`src/rtl/reg_bus_master.sv`:
```
// rtl/reg_bus_master.sv - single-outstanding register-bus initiator
// Turns one command at a time into a wr_en/rd_en bus cycle and returns exactly one response.
module reg_bus_master #(
  parameter int          RD_LATENCY = 0,
  parameter logic [13:0] ADDR_LO    = 14'h000,
  parameter logic [13:0] ADDR_HI    = 14'h3fff
) (
  input  logic        clk,
  input  logic        rst_n,
  input  logic        cmd_valid,
  output logic        cmd_ready,
  input  logic        cmd_write,
  input  logic [13:0] cmd_addr,
  input  logic [15:0] cmd_wdata,
  output logic        rsp_valid,
  input  logic        rsp_ready,
  output logic [15:0] rsp_rdata,
  output logic        rsp_err,
  output logic        wr_en,
  output logic        rd_en,
  output logic [13:0] addr,
  output logic [15:0] write_data,
  input  logic [15:0] read_data
);

  typedef enum logic [1:0] {S_IDLE, S_ISSUE, S_WAIT, S_RESP} state_t;

  state_t      r_state;
  logic        r_write;
  logic [1:0]  r_cnt;
  logic [14:0] w_lo_diff;
  logic [14:0] w_hi_diff;
  logic        w_in_range;

  // The borrow bit of a one-bit-wider difference gives the inclusive unsigned bounds check.
  assign w_lo_diff  = {1'b0, cmd_addr} - {1'b0, ADDR_LO};
  assign w_hi_diff  = {1'b0, ADDR_HI} - {1'b0, cmd_addr};
  assign w_in_range = !w_lo_diff[14] && !w_hi_diff[14];

  always_ff @(posedge clk or negedge rst_n) begin
    if (!rst_n) begin
      r_state    <= S_IDLE;
      r_write    <= 1'b0;
      r_cnt      <= 2'd0;
      cmd_ready  <= 1'b1;
      rsp_valid  <= 1'b0;
      rsp_rdata  <= 16'h0000;
      rsp_err    <= 1'b0;
      wr_en      <= 1'b0;
      rd_en      <= 1'b0;
      addr       <= 14'h0000;
      write_data <= 16'h0000;
    end else begin
      case (r_state)
        S_IDLE: begin
          if (cmd_valid && cmd_ready) begin
            cmd_ready <= 1'b0;
            r_write   <= cmd_write;
            rsp_rdata <= 16'h0000;
            if (w_in_range) begin
              rsp_err    <= 1'b0;
              addr       <= cmd_addr;
              write_data <= cmd_wdata;
              wr_en      <= cmd_write;
              rd_en      <= !cmd_write;
              r_state    <= S_ISSUE;
            end else begin
              // Out-of-range: no strobe and the bus address is left untouched.
              rsp_err   <= 1'b1;
              rsp_valid <= 1'b1;
              r_state   <= S_RESP;
            end
          end
        end
        S_ISSUE: begin
          wr_en <= 1'b0;
          rd_en <= 1'b0;
          if (r_write) begin
            rsp_valid <= 1'b1;
            r_state   <= S_RESP;
          end else if (RD_LATENCY == 0) begin
            rsp_rdata <= read_data;
            rsp_valid <= 1'b1;
            r_state   <= S_RESP;
          end else begin
            r_cnt   <= 2'(RD_LATENCY);
            r_state <= S_WAIT;
          end
        end
        S_WAIT: begin
          if (r_cnt == 2'd1) begin
            rsp_rdata <= read_data;
            rsp_valid <= 1'b1;
            r_state   <= S_RESP;
          end else begin
            r_cnt <= r_cnt - 2'd1;
          end
        end
        S_RESP: begin
          if (rsp_ready) begin
            rsp_valid <= 1'b0;
            cmd_ready <= 1'b1;
            r_state   <= S_IDLE;
          end
        end
        default: r_state <= S_IDLE;
      endcase
    end
  end

endmodule
```
`config.mk`:
```
export PLATFORM = sky130hd
export DESIGN_NAME = reg_bus_master
export DESIGN_NICKNAME = d
export VERILOG_FILES = /design/src/rtl/reg_bus_master.sv
export SDC_FILE = /design/constraint.sdc
export NUM_CORES = 1
export LEC_CHECK = 0
export ABC_AREA = 1
export CAP_MARGIN = 40
export CORE_MARGIN = 1
export CORE_UTILIZATION = 62
export CTS_CLUSTER_SIZE = 12
export DETAILED_ROUTE_END_ITERATION = 16
export DONT_BUFFER_PORTS = 1
export GPL_TIMING_DRIVEN = 0
export PLACE_DENSITY_LB_ADDON = 0.12
export SYNTH_ARGS = -nofsm -noshare
export SYNTH_HDL_FRONTEND = slang
export SYNTH_SLANG_ARGS = --single-unit
```
`constraint.sdc`:
```
create_clock -name clk -period 1.6 [get_ports clk]
set_clock_uncertainty 0.1 [all_clocks]
set_input_delay 0 -clock clk [delete_from_list [all_inputs] [get_ports clk]]
set_output_delay 0 -clock clk [all_outputs]
set_load 0.03 [all_outputs]
```
==> metrics.txt, run 1 <==
status=complete, no violations; crit path launch type=register; clk buf depth=2; Seq/Total Area, Yosys=56.52%; element type at the critical path end=register; Final Wtd Congestion=0.7543; vias in the first global route=2,102; Hold Path Class=primary input to async pin; clk root buf=clkbuf_8; DRT Wirelength=6445 um; worst reg2reg setup slack=50 ps; # IOs=102; Mapped Nets=345; row count=22; Post-Synthesis Cells=288; Pwr Density=2210 mW/mm^2; CTS clock-pin slew for the worst setup and hold paths=110 ps; YS warnings=0; first-pass GRT wire length=9639 um; TritonCTS clock tree=done; kind of critical path=register to register; pin count of the biggest net entering global routing=56; antenna-violating nets left=0; FF-to-FF Start=r_state[0]; most common cell after layout, fill and taps aside=nand2_1; Synth cell types=23; R2R depth=6; initial core utilization=65.59%; Slew Viols, Final=0; Min Clock Period, post-route=1551 ps; chip height=64.70 um; Max H-tree Level=2; area post-placement=0.002497 sq mm; delay of the slowest cell on the worst path=460 ps; Synth Cell Area=0.002437 sq mm; final total power=7.167 mW; FF-to-FF End=rsp_rdata[6]; final setup vio count=0; # fillers=194; Vias=2,136; gr ovfl total=0; Critical Path AT=1650 ps; # DRC=0; Crit Path Max Fanout=10; RSZ-0062 raised after global routing=true; register area=0.001379 sq mm; Die ar.=0.004186 sq mm; final hold violation count=0; most frequent cells in the layout=nand2_1 (145), dfrtp_1 (53), dlygate4sd3_1 (50); die extent in x=64.70 um; Core Region=0.003716 sq mm; Clock Sinks=55; initial antenna violation count=0; synthesis-to-layout area growth=33.06%; Max Cap Viol=0; Setup WS pre-CTS=-56.72 ps; Layout Utilization=87.27%; wire per inst=16.07 um; Hold WS=102.1 ps; Final Cycle Share=96.91%; I/O Buffers=0; Synth Area per Inst=8.463 sq um; leakage dissipation=1.785 nW; cell area after layout=0.003243 sq mm; layout cell share with drive strength beyond 1=12.18%; Nets=409; Multi-input gate area=898.4 sq um; via/cell ratio=5.327; Req. time, crit path=1700 ps; worst setup margin=49.43 ps; worst path cell trace=ha_1, a21oi_4, nand3_4, buf_6, nand2_1, nand2_1; Slowest-stage cell, CP=dfrtp_2; DR pass1 iterations=4; DP HPWL=3192 um; clock latency at the later pin of the worst-skew pair=320 ps; peak supply drop=1.497 mV; Total Routing Usage GR=31.32%; cell mode on critical path=nand2_1; ANT cells=0; Yosys reg bits=55; initial drt markers=140; Max Clk Rate=0.6449 GHz; CTS Buf Count=5
how the worst max path moves through the flow:
stage                     startpoint             to  slack, ps
final                     r_state[0]   rsp_rdata[6]         50
after global routing      r_state[0]     r_state[1]        -10
after CTS                 r_state[1]        addr[5]        0.1
after detailed placement  r_state[0]  write_data[1]        -60
after global placement    r_state[1]   rsp_rdata[0]        -40
after floorplan           r_state[1]   rsp_rdata[0]        130
where the power goes:
part	total, mW	internal [mW]	leakage, nW	switching, mW
registers	3.53	2.00	0.691	1.53
logic	2.64	1.11	1.03	1.53
clock network	1.00	0.516	0.0618	0.488
total	7.17	3.62	1.78	3.55
flip-flops by register name, summed over array words and instances (netlist names):
signal      count
rsp_valid       1
wr_en           1
rsp_rdata      16
r_cnt           2
write_data     16
addr           14
cmd_ready       1
rd_en           1
r_write         1
r_state         2
synthesized netlist by cell type:
cell type / n / area share [%]
a21oi_1: 2 / 0.41
nand3_4: 1 / 0.72
buf_6: 1 / 0.46
dfstp_2: 1 / 1.1
a21oi_4: 1 / 0.67
dfrtp_1: 54 / 55
ha_1: 6 / 3.1
nand2_1: 146 / 22
or2_2: 1 / 0.26
o21bai_1: 1 / 0.31
nand3_1: 2 / 0.41
o21ai_0: 7 / 1.4
nand4_1: 16 / 4.1
xnor2_1: 1 / 0.36
clkbuf_1: 3 / 0.46
nand2_2: 2 / 0.51
buf_2: 6 / 1.2
nor2_1: 2 / 0.31
nand3_2: 1 / 0.41
buf_4: 4 / 1.2
conb_1: 1 / 0.15
inv_2: 1 / 0.15
inv_1: 28 / 4.3
metal layers:
layer | vias up | share of wire (%) | wire length, um | global-route usage (%)
li1 | 1001 | - | - | -
met1 | 1003 | 40 | 2562 | 34.89
met2 | 113 | 51 | 3262 | 54.17
met3 | 19 | 7.0 | 449 | 9.859
met4 | 0 | 2.7 | 171 | 14.44
met5 | - | 0 | 0 | 0
per-stage QoR:
stage               cells  TNS (ps)
CTS                   396         0
floorplan             288         0
global placement      336     -1189
detailed placement    336     -1025
finish                401         0
global route          401    -21.98
area by class of cell:
class                           instances  share of cell area, %
Sequential cell                        55                  42.52
Multi-Input combinational cell        190                  27.70
Timing Repair Buffer                   59                  18.13
Inverter                               29                  3.356
Buffer                                 12                  2.701
Clock buffer                            6                  2.546
Tap cell                               48                  1.852
Clock inverter                          2                  1.196
worst max-delay path, delay by kind of cell, from the launching register on:
family | cells | cell delay [ps]
adders and majority gates | 1 | 260
AOI/OAI and AO/OA | 1 | 190
DFF | 1 | 460
buffers and inverters | 1 | 160
and+or+nand+nor | 3 | 270
kinds of logic after synthesis:
kind of cell	Yosys count	share of synthesized area, %
adders and majority gates	6	3.080
and+or+nand+nor	171	29.21
xor gates and xnor gates	1	0.3594
other	1	0.1539
buffers and inverters	43	7.854
AOI/OAI and AO/OA	11	2.824
DFF	55	56.52
repair_timing:
item                                   4_1_cts  5_1_grt
pin swaps                                    1        4
hold buffers                                51        0
buffers inserted                             2        6
setup endpoints to repair                   46       49
endpoints found under the hold margin      107        0
gates resized for setup                      5       11
Note: power is estimated with default switching activity, not from simulation.
==> run 2: changes to the inputs <==
--- a/config.mk
+++ b/config.mk
@@ -7,8 +7,8 @@
 export LEC_CHECK = 0
 export ABC_AREA = 1
 export CAP_MARGIN = 40
-export CORE_MARGIN = 1
-export CORE_UTILIZATION = 62
+export CORE_UTILIZATION = 65
+export CTS_BUF_LIST = sky130_fd_sc_hd__clkbuf_8
 export CTS_CLUSTER_SIZE = 12
 export DETAILED_ROUTE_END_ITERATION = 16
 export DONT_BUFFER_PORTS = 1
==> constraint.sdc (replaced) <==
create_clock -name clk -period 1.51 [get_ports clk]
set_clock_uncertainty 0.1 [all_clocks]
set_input_delay 0 -clock clk [delete_from_list [all_inputs] [get_ports clk]]
set_output_delay 0 -clock clk [all_outputs]
set_load 0.03 [all_outputs]
==> run 2 against run 1 <==
Against the previous run:
- the run now fails in 5_1_grt
- synthesized cell count stayed put
- area after synthesis did not move
==> metrics.txt, run 2 <==
Max H-tree Level=2 (unchanged); clk root buf=clkbuf_8 (unchanged); pin count of the biggest net entering global routing=56; EDFF count, synth=0 (unchanged); Mapped Nets=345 (unchanged); Seq/Total Area, Yosys=56.52% (unchanged); initial core utilization=70.27% (was 65.59%); worst_ep kind=register input; I/O Buffers=0 (unchanged); YS warnings=0 (unchanged); clk buf depth=2 (unchanged); Yosys top cell by area=dfrtp_1 (unchanged); Yosys reg bits=55 (unchanged); top post-synthesis cells by count=nand2_1 (146), dfrtp_1 (54), inv_1 (28), nand4_1 (16), o21ai_0 (7) (unchanged); Synth Cell Area=0.002437 sq mm (unchanged); failing step=5_1_grt; Post-Synthesis Cells=288 (unchanged); DP HPWL=3295 um (was 3192 um); Synth Area per Inst=8.463 sq um (unchanged); Final Wtd Congestion=0.7758 (was 0.7543); Most used DFF post-synth=dfrtp_1 (unchanged); CTS Buf Count=5 (unchanged); status=did not finish (was complete, no violations); initial antenna violation count=0; row count=21 (was 22); die extent in x=63.24 um (was 64.70 um); Inst Count DP=334 (was 336); dominant cells by area after synthesis=dfrtp_1 (55%), nand2_1 (22%), inv_1 (4.3%), nand4_1 (4.1%), ha_1 (3.1%) (unchanged); Clock Sinks=55 (unchanged); Synth cell types=23 (unchanged); chip height=63.24 um (was 64.70 um); Post-synth ARST share=100.0% (unchanged); area post-placement=0.002495 sq mm (was 0.002497 sq mm); Crit. endpoint post-GRT repair=rsp_rdata[9]$_DFFE_PN0P_/D; Error=[ERROR DPL-0033] detailed placement checks failed during check placement.; most common cell in the netlist=nand2_1 (unchanged); Yosys top cell area share=55.44% (unchanged); # IOs=102 (unchanged)
run 2: per-stage QoR:
stage	TNS, ps	setup slack, ps	utilization [%]
floorplan	0	40.52	-
global placement	-4732	-130.8	71.93
detailed placement	-6435	-197.4	71.93
CTS	0	5.052	91.96
run 2: repair_timing:
action,in CTS
gates resized for setup,18
setup endpoints to repair,50
pin swaps,4
hold endpoints to repair,108
hold buffers,51
buffers inserted,6
run 2: logic make-up after synthesis:
kind of cell | count (synthesis) | synth area share (%)
AOI/OAI and AO/OA | 11 | 2.824
xor gates and xnor gates | 1 | 0.3594
adders and majority gates | 6 | 3.080
buffers and inverters | 43 | 7.854
DFF | 55 | 56.52
other | 1 | 0.1539
and+or+nand+nor | 171 | 29.21
==> run 3: changes to the inputs <==
--- a/config.mk
+++ b/config.mk
@@ -7,13 +7,11 @@
 export LEC_CHECK = 0
 export ABC_AREA = 1
 export CAP_MARGIN = 40
-export CORE_UTILIZATION = 65
-export CTS_BUF_LIST = sky130_fd_sc_hd__clkbuf_8
-export CTS_CLUSTER_SIZE = 12
+export CORE_UTILIZATION = 40
 export DETAILED_ROUTE_END_ITERATION = 16
 export DONT_BUFFER_PORTS = 1
 export GPL_TIMING_DRIVEN = 0
-export PLACE_DENSITY_LB_ADDON = 0.12
+export PLACE_DENSITY_LB_ADDON = 0.15
 export SYNTH_ARGS = -nofsm -noshare
 export SYNTH_HDL_FRONTEND = slang
 export SYNTH_SLANG_ARGS = --single-unit
==> run 3 against run 2 <==
Against the previous run:
- the run now ends clean
==> metrics.txt, run 3 (synthesis results as in run 1) <==
DR pass1 iterations=4; initial drt markers=70; pin count of the biggest net entering global routing=56; CTS clock-pin slew for the worst setup and hold paths=90 ps; met2 usage=29.49%; worst setup margin=4.879 ps; # fillers=518; TritonCTS clock tree=done; DRT Wirelength=5579 um; clk buf depth=2 (unchanged); chip height=80.06 um (was 63.24 um); Final Wtd Congestion=0.6903 (was 0.7758); row count=28 (was 21); Nets=417; Hold Path Class=primary input to async pin; synthesis-to-layout area growth=40.20%; vias in the first global route=1,921; Pwr Density=2260 mW/mm^2; Core Region=0.005886 sq mm; peak supply drop=1.167 mV; antenna-violating nets left=0; kind of critical path=register to register; Final Cycle Share=99.68%; # IOs=102 (unchanged); crit path launch type=register; status=complete, no violations (was did not finish); element type at the critical path end=register; clk root buf=clkbuf_8 (unchanged); Die ar.=0.006410 sq mm; Hold WS=114.4 ps; # DRC=0; initial core utilization=41.41% (was 70.27%); Vias=2,021; Min Clock Period, post-route=1505 ps; final hold violation count=0; Largest regs=rsp_rdata (16), write_data (16), addr (14); Max Clk Rate=0.6644 GHz; GR Util met1=22.10%; most frequent cells in the layout=nand2_1 (134), dfrtp_1 (54), dlygate4sd3_1 (50); layout cell share with drive strength beyond 1=17.45%; via/cell ratio=4.635; Max Cap Viol=0; Critical Path AT=1610 ps; CTS Buf Count=5 (unchanged); Total Routing Usage GR=17.84%; final total power=7.722 mW; Slew Viols, Final=0; Max H-tree Level=2 (unchanged); die extent in x=80.06 um (was 63.24 um); Crit Path Max Fanout=5; wire per inst=12.80 um; RSZ-0062 raised after global routing=true; met3 Use GR=6.250%; Setup WS pre-CTS=-214.8 ps (was -197.4 ps); clock latency at the later pin of the worst-skew pair=300 ps; ANT cells=0; Req. time, crit path=1610 ps; final setup vio count=0; Clock Sinks=55 (unchanged); I/O Buffers=0 (unchanged); initial antenna violation count=0; first-pass GRT wire length=8721 um; gr ovfl total=0; leakage dissipation=1.843 nW; most common cell after layout, fill and taps aside=nand2_1; GRT busiest layer=met2; DP HPWL=3385 um (was 3295 um)
==> run 3: final timing paths <==
kind	startpoint	endpoint	slack (ps)	cells past startpoint
setup / recovery	r_state[1]	rsp_rdata[0]	5	7
hold / removal	rst_n	write_data[10]	110	2
setup reg to reg	r_state[1]	rsp_rdata[0]	5	7
hold reg to reg	r_cnt[0]	r_cnt[0]	390	1
max in group asynchronous	rst_n	cmd_ready	920	2
min in group clk	cmd_addr[6]	addr[6]	240	3
==> run 3: metrics by stage <==
step	cell area [sq um]	instances	TNS [ps]	utilization (%)
floorplan	2437	288	0	-
global placement	2531	363	-6965	43.01
detailed placement	2531	363	-7877	43.01
CTS	3303	431	0	56.12
global route	3417	436	-997.0	58.06
finish	3417	436	0	58.06
==> run 3: critical path: stages, from the launching register on <==
cell and delay, ps:
dfrtp_1 410, buf_4 160, ha_4 160, a21oi_4 160
nand3_4 140, buf_6 160, nand2_1 50, nand2_1 50
==> run 3: cell type report <==
type / count / area (sq um) / share of cell area, %
buffer: 13 / 113.9 / 3.332
clock buffer: 7 / 76.32 / 2.234
clock inverter: 1 / 5.005 / 0.1465
inverter: 29 / 111.4 / 3.259
multi-input combinational: 190 / 970.9 / 28.41
sequential: 55 / 1378 / 40.31
tap: 75 / 93.84 / 2.746
timing repair buffer: 66 / 668.1 / 19.55
==> run 3: where the power goes <==
group          leakage (nW)  switching [mW]  internal [mW]
clock network        0.0422           0.460          0.327
logic                  1.11            1.69           1.53
registers             0.692            1.59           2.12
total                  1.84            3.75           3.98
==> run 3: layer usage <==
| metal | share of wire, % | up-vias |
|---|---|---|
| met1 | 45 | 907 |
| met5 | 0 | - |
| met4 | 1.0 | 0 |
| met3 | 9.0 | 6 |
| li1 | - | 1020 |
| met2 | 45 | 88 |
==> run 3: timing repair <==
action                                  4_1_cts  5_1_grt
gates resized for setup                      22       33
pin swaps                                     4       12
endpoints found under the setup margin       50       49
setup buffers                                 9        5
hold buffers                                 51        0
gates cloned                                  1        0
hold endpoints to repair                    108        0
==> run 4: changes to the inputs <==
--- a/config.mk
+++ b/config.mk
@@ -5,7 +5,6 @@
 export SDC_FILE = /design/constraint.sdc
 export NUM_CORES = 1
 export LEC_CHECK = 0
-export ABC_AREA = 1
 export CAP_MARGIN = 40
 export CORE_UTILIZATION = 40
 export DETAILED_ROUTE_END_ITERATION = 16
==> run 4 against run 3 <==
Against the previous run:
- the flow now finishes with violations (negative hold slack, negative setup slack)
- critical endpoint is now rsp_rdata[6]
- synthesized cell count fell by 38%
- sequential share of layout area rose by 0.60 points
- clock-buffer cell count decreased by 2
- largest cell class unchanged
- setup slack lost 290 ps
==> metrics.txt, run 4 <==
initial drt markers=27 (was 70); Crit Path Max Fanout=5 (unchanged); most common cell in the netlist=dfrtp_1 (was nand2_1); # fillers=446 (was 518); area post-placement=0.002465 sq mm (was 0.002531 sq mm); layout cell share with drive strength beyond 1=35.27% (was 17.45%); row count=27 (was 28); most common cell after layout, fill and taps aside=dfrtp_1 (was nand2_1); initial core utilization=41.98% (was 41.41%); Max Cap Viol=0 (unchanged); chip height=78.48 um (was 80.06 um); RSZ-0062 raised after global routing=true (unchanged); I/O Buffers=0 (unchanged); EDFF count, synth=0 (unchanged); Final Wtd Congestion=0.6915 (was 0.6903); vias in the first global route=1,738 (was 1,921); FF-to-FF Start=r_state[1] (unchanged); Nets=314 (was 417); Pwr Density=2224 mW/mm^2 (was 2260 mW/mm^2); Layout Utilization=60.67% (was 58.06%); DP HPWL=3138 um (was 3385 um); setup_tns=-10,960 ps (was 0 ps); via/cell ratio=4.724 (was 4.635); wire per inst=15.84 um (was 12.80 um); initial antenna violation count=0 (unchanged); worst reg2reg setup slack=-280 ps (was 5 ps); R2R depth=6 (was 7); Core Region=0.005574 sq mm (was 0.005886 sq mm); Max H-tree Level=2 (unchanged); # IOs=102 (unchanged); gr ovfl total=0 (unchanged); synthesis-to-layout area growth=44.55% (was 40.20%); failing checks=negative hold slack, negative setup slack; Post-synth ARST share=100.0% (unchanged); Yosys top cell by area=dfrtp_1 (unchanged); pin count of the biggest net entering global routing=56 (unchanged); Vias=1,559 (was 2,021); Synth Cell Area=0.002340 sq mm (was 0.002437 sq mm); Min Clock Period, post-route=1793 ps (was 1505 ps); peak supply drop=1.553 mV (was 1.167 mV); top post-synthesis cells by count=dfrtp_1 (54), mux2_2 (32), inv_1 (22), nand2_1 (19), mux2i_1 (17) (was nand2_1 (146), dfrtp_1 (54), inv_1 (28), nand4_1 (16), o21ai_0 (7)); min-delay src=cmd_valid; Yosys reg bits=55 (unchanged); first-pass GRT wire length=8335 um (was 8721 um); final setup vio count=54 (was 0); dominant cells by area after synthesis=dfrtp_1 (58%), mux2_2 (15%), mux2i_1 (7.3%), inv_1 (3.5%), ha_1 (3.2%) (was dfrtp_1 (55%), nand2_1 (22%), inv_1 (4.3%), nand4_1 (4.1%), ha_1 (3.1%)); Die ar.=0.006159 sq mm (was 0.006410 sq mm); TritonCTS clock tree=done (unchanged); Hold Path Class=primary input to register (was primary input to async pin); Yosys top cell area share=57.75% (was 55.44%); leakage dissipation=1.590 nW (was 1.843 nW); clk root buf=clkbuf_8 (unchanged); antenna-violating nets left=0 (unchanged); cell area after layout=0.003382 sq mm (was 0.003417 sq mm); Slew Viols, Final=0 (unchanged); CP Launch Point=r_state[1] (unchanged); Clock Sinks=55 (unchanged); hold path cells=3; Hold WS=-14.67 ps (was 114.4 ps); CTS clock-pin slew for the worst setup and hold paths=110 ps (was 90 ps); crit path launch type=register (unchanged); most frequent cells in the layout=dfrtp_1 (52), dlygate4sd3_1 (50), mux2_2 (31) (was nand2_1 (134), dfrtp_1 (54), dlygate4sd3_1 (50)); Largest regs=rsp_rdata (16), write_data (16), addr (14) (unchanged); kind of critical path=register to register (unchanged); fin cells=330 (was 436); element type at the critical path end=register (unchanged); Req. time, crit path=1640 ps (was 1610 ps); ANT cells=0 (unchanged); clk buf depth=2 (unchanged); Critical Path AT=1930 ps (was 1610 ps); Max Clk Rate=0.5579 GHz (was 0.6644 GHz); Total Routing Usage GR=17.93% (was 17.84%); Hold EP=wr_en; status=finished, violations left (was complete, no violations); Post-Synthesis Cells=178 (was 288); # DRC=0 (unchanged); Inst Count DP=250 (was 363); clock latency at the later pin of the worst-skew pair=310 ps (was 300 ps); Synth Area per Inst=13.14 sq um (was 8.463 sq um); final hold violation count=2 (was 0); YS warnings=0 (unchanged); DR pass1 iterations=3 (was 4); die extent in x=78.48 um (was 80.06 um); Seq/Total Area, Yosys=58.88% (was 56.52%); CTS Buf Count=5 (unchanged); Setup WS pre-CTS=-606.3 ps (was -214.8 ps); worst setup margin=-282.6 ps (was 4.879 ps); FF-to-FF End=rsp_rdata[6] (was rsp_rdata[0]); final total power=7.520 mW (was 7.722 mW); Most used DFF post-synth=dfrtp_1 (unchanged); Final Cycle Share=118.7% (was 99.68%); Synth cell types=25 (was 23); Mapped Nets=235 (was 345); DRT Wirelength=5226 um (was 5579 um)
run 4: critical path, cell delays in order, from the launching register on:
cell,delay (ps)
dfrtp_2,430
inv_2,70
ha_4,160
a21o_4,200
a211oi_4,350
buf_6,190
mux2i_1,210
run 4: repair_timing:
action	4_1_cts	5_1_grt
hold buffers	50	1
endpoints found under the hold margin	108	5
setup endpoints to repair	52	55
gates resized for setup	27	9
pin swaps	5	4
setup buffers	23	1
gates cloned	3	0
run 4: metal layers:
metal  vias to the layer above  track usage (%)  routed length, um
met4                         0            5.370                 55
met1                       758            18.54               1988
met2                        62            34.65               2909
met3                         5            5.000                272
met5                         -                0                  0
li1                        734                -                  -
run 4: layout make-up:
| cell class | instances | area [sq um] | share of cell area, % |
|---|---|---|---|
| Inverter | 22 | 82.58 | 2.442 |
| Clock buffer | 5 | 68.82 | 2.035 |
| Multi-Input combinational cell | 92 | 910.9 | 26.93 |
| Buffer | 6 | 65.06 | 1.924 |
| Timing Repair Buffer | 75 | 754.5 | 22.31 |
| Clock inverter | 3 | 26.28 | 0.7769 |
| Tap cell | 72 | 90.09 | 2.664 |
| Sequential cell | 55 | 1384 | 40.92 |
run 4: kinds of logic after synthesis:
group                    after synthesis  share of synthesized area [%]
AO/OA/AOI/OAI                         12                          3.957
other                                  1                         0.1603
flip-flops                            55                          58.88
AND/OR/NAND/NOR                       23                          4.599
multiplexers                          49                          22.67
buffers and inverters                 31                          6.150
adder cells (fa/ha/maj)                6                          3.208
XOR/XNOR                               1                         0.3744
run 4: how the worst max path moves through the flow:
stage                   endpoint  slack (ps)
CTS                 rsp_rdata[6]        -290
global placement    rsp_rdata[2]        -460
global route        rsp_rdata[6]        -350
finish              rsp_rdata[6]        -280
floorplan           rsp_rdata[4]        -280
detailed placement  rsp_rdata[6]        -610
run 4: power by group:
group	switching (mW)	leakage (nW)	internal (mW)
combinational	1.19	0.859	1.62
sequential	1.71	0.682	2.16
clock	0.512	0.0491	0.342
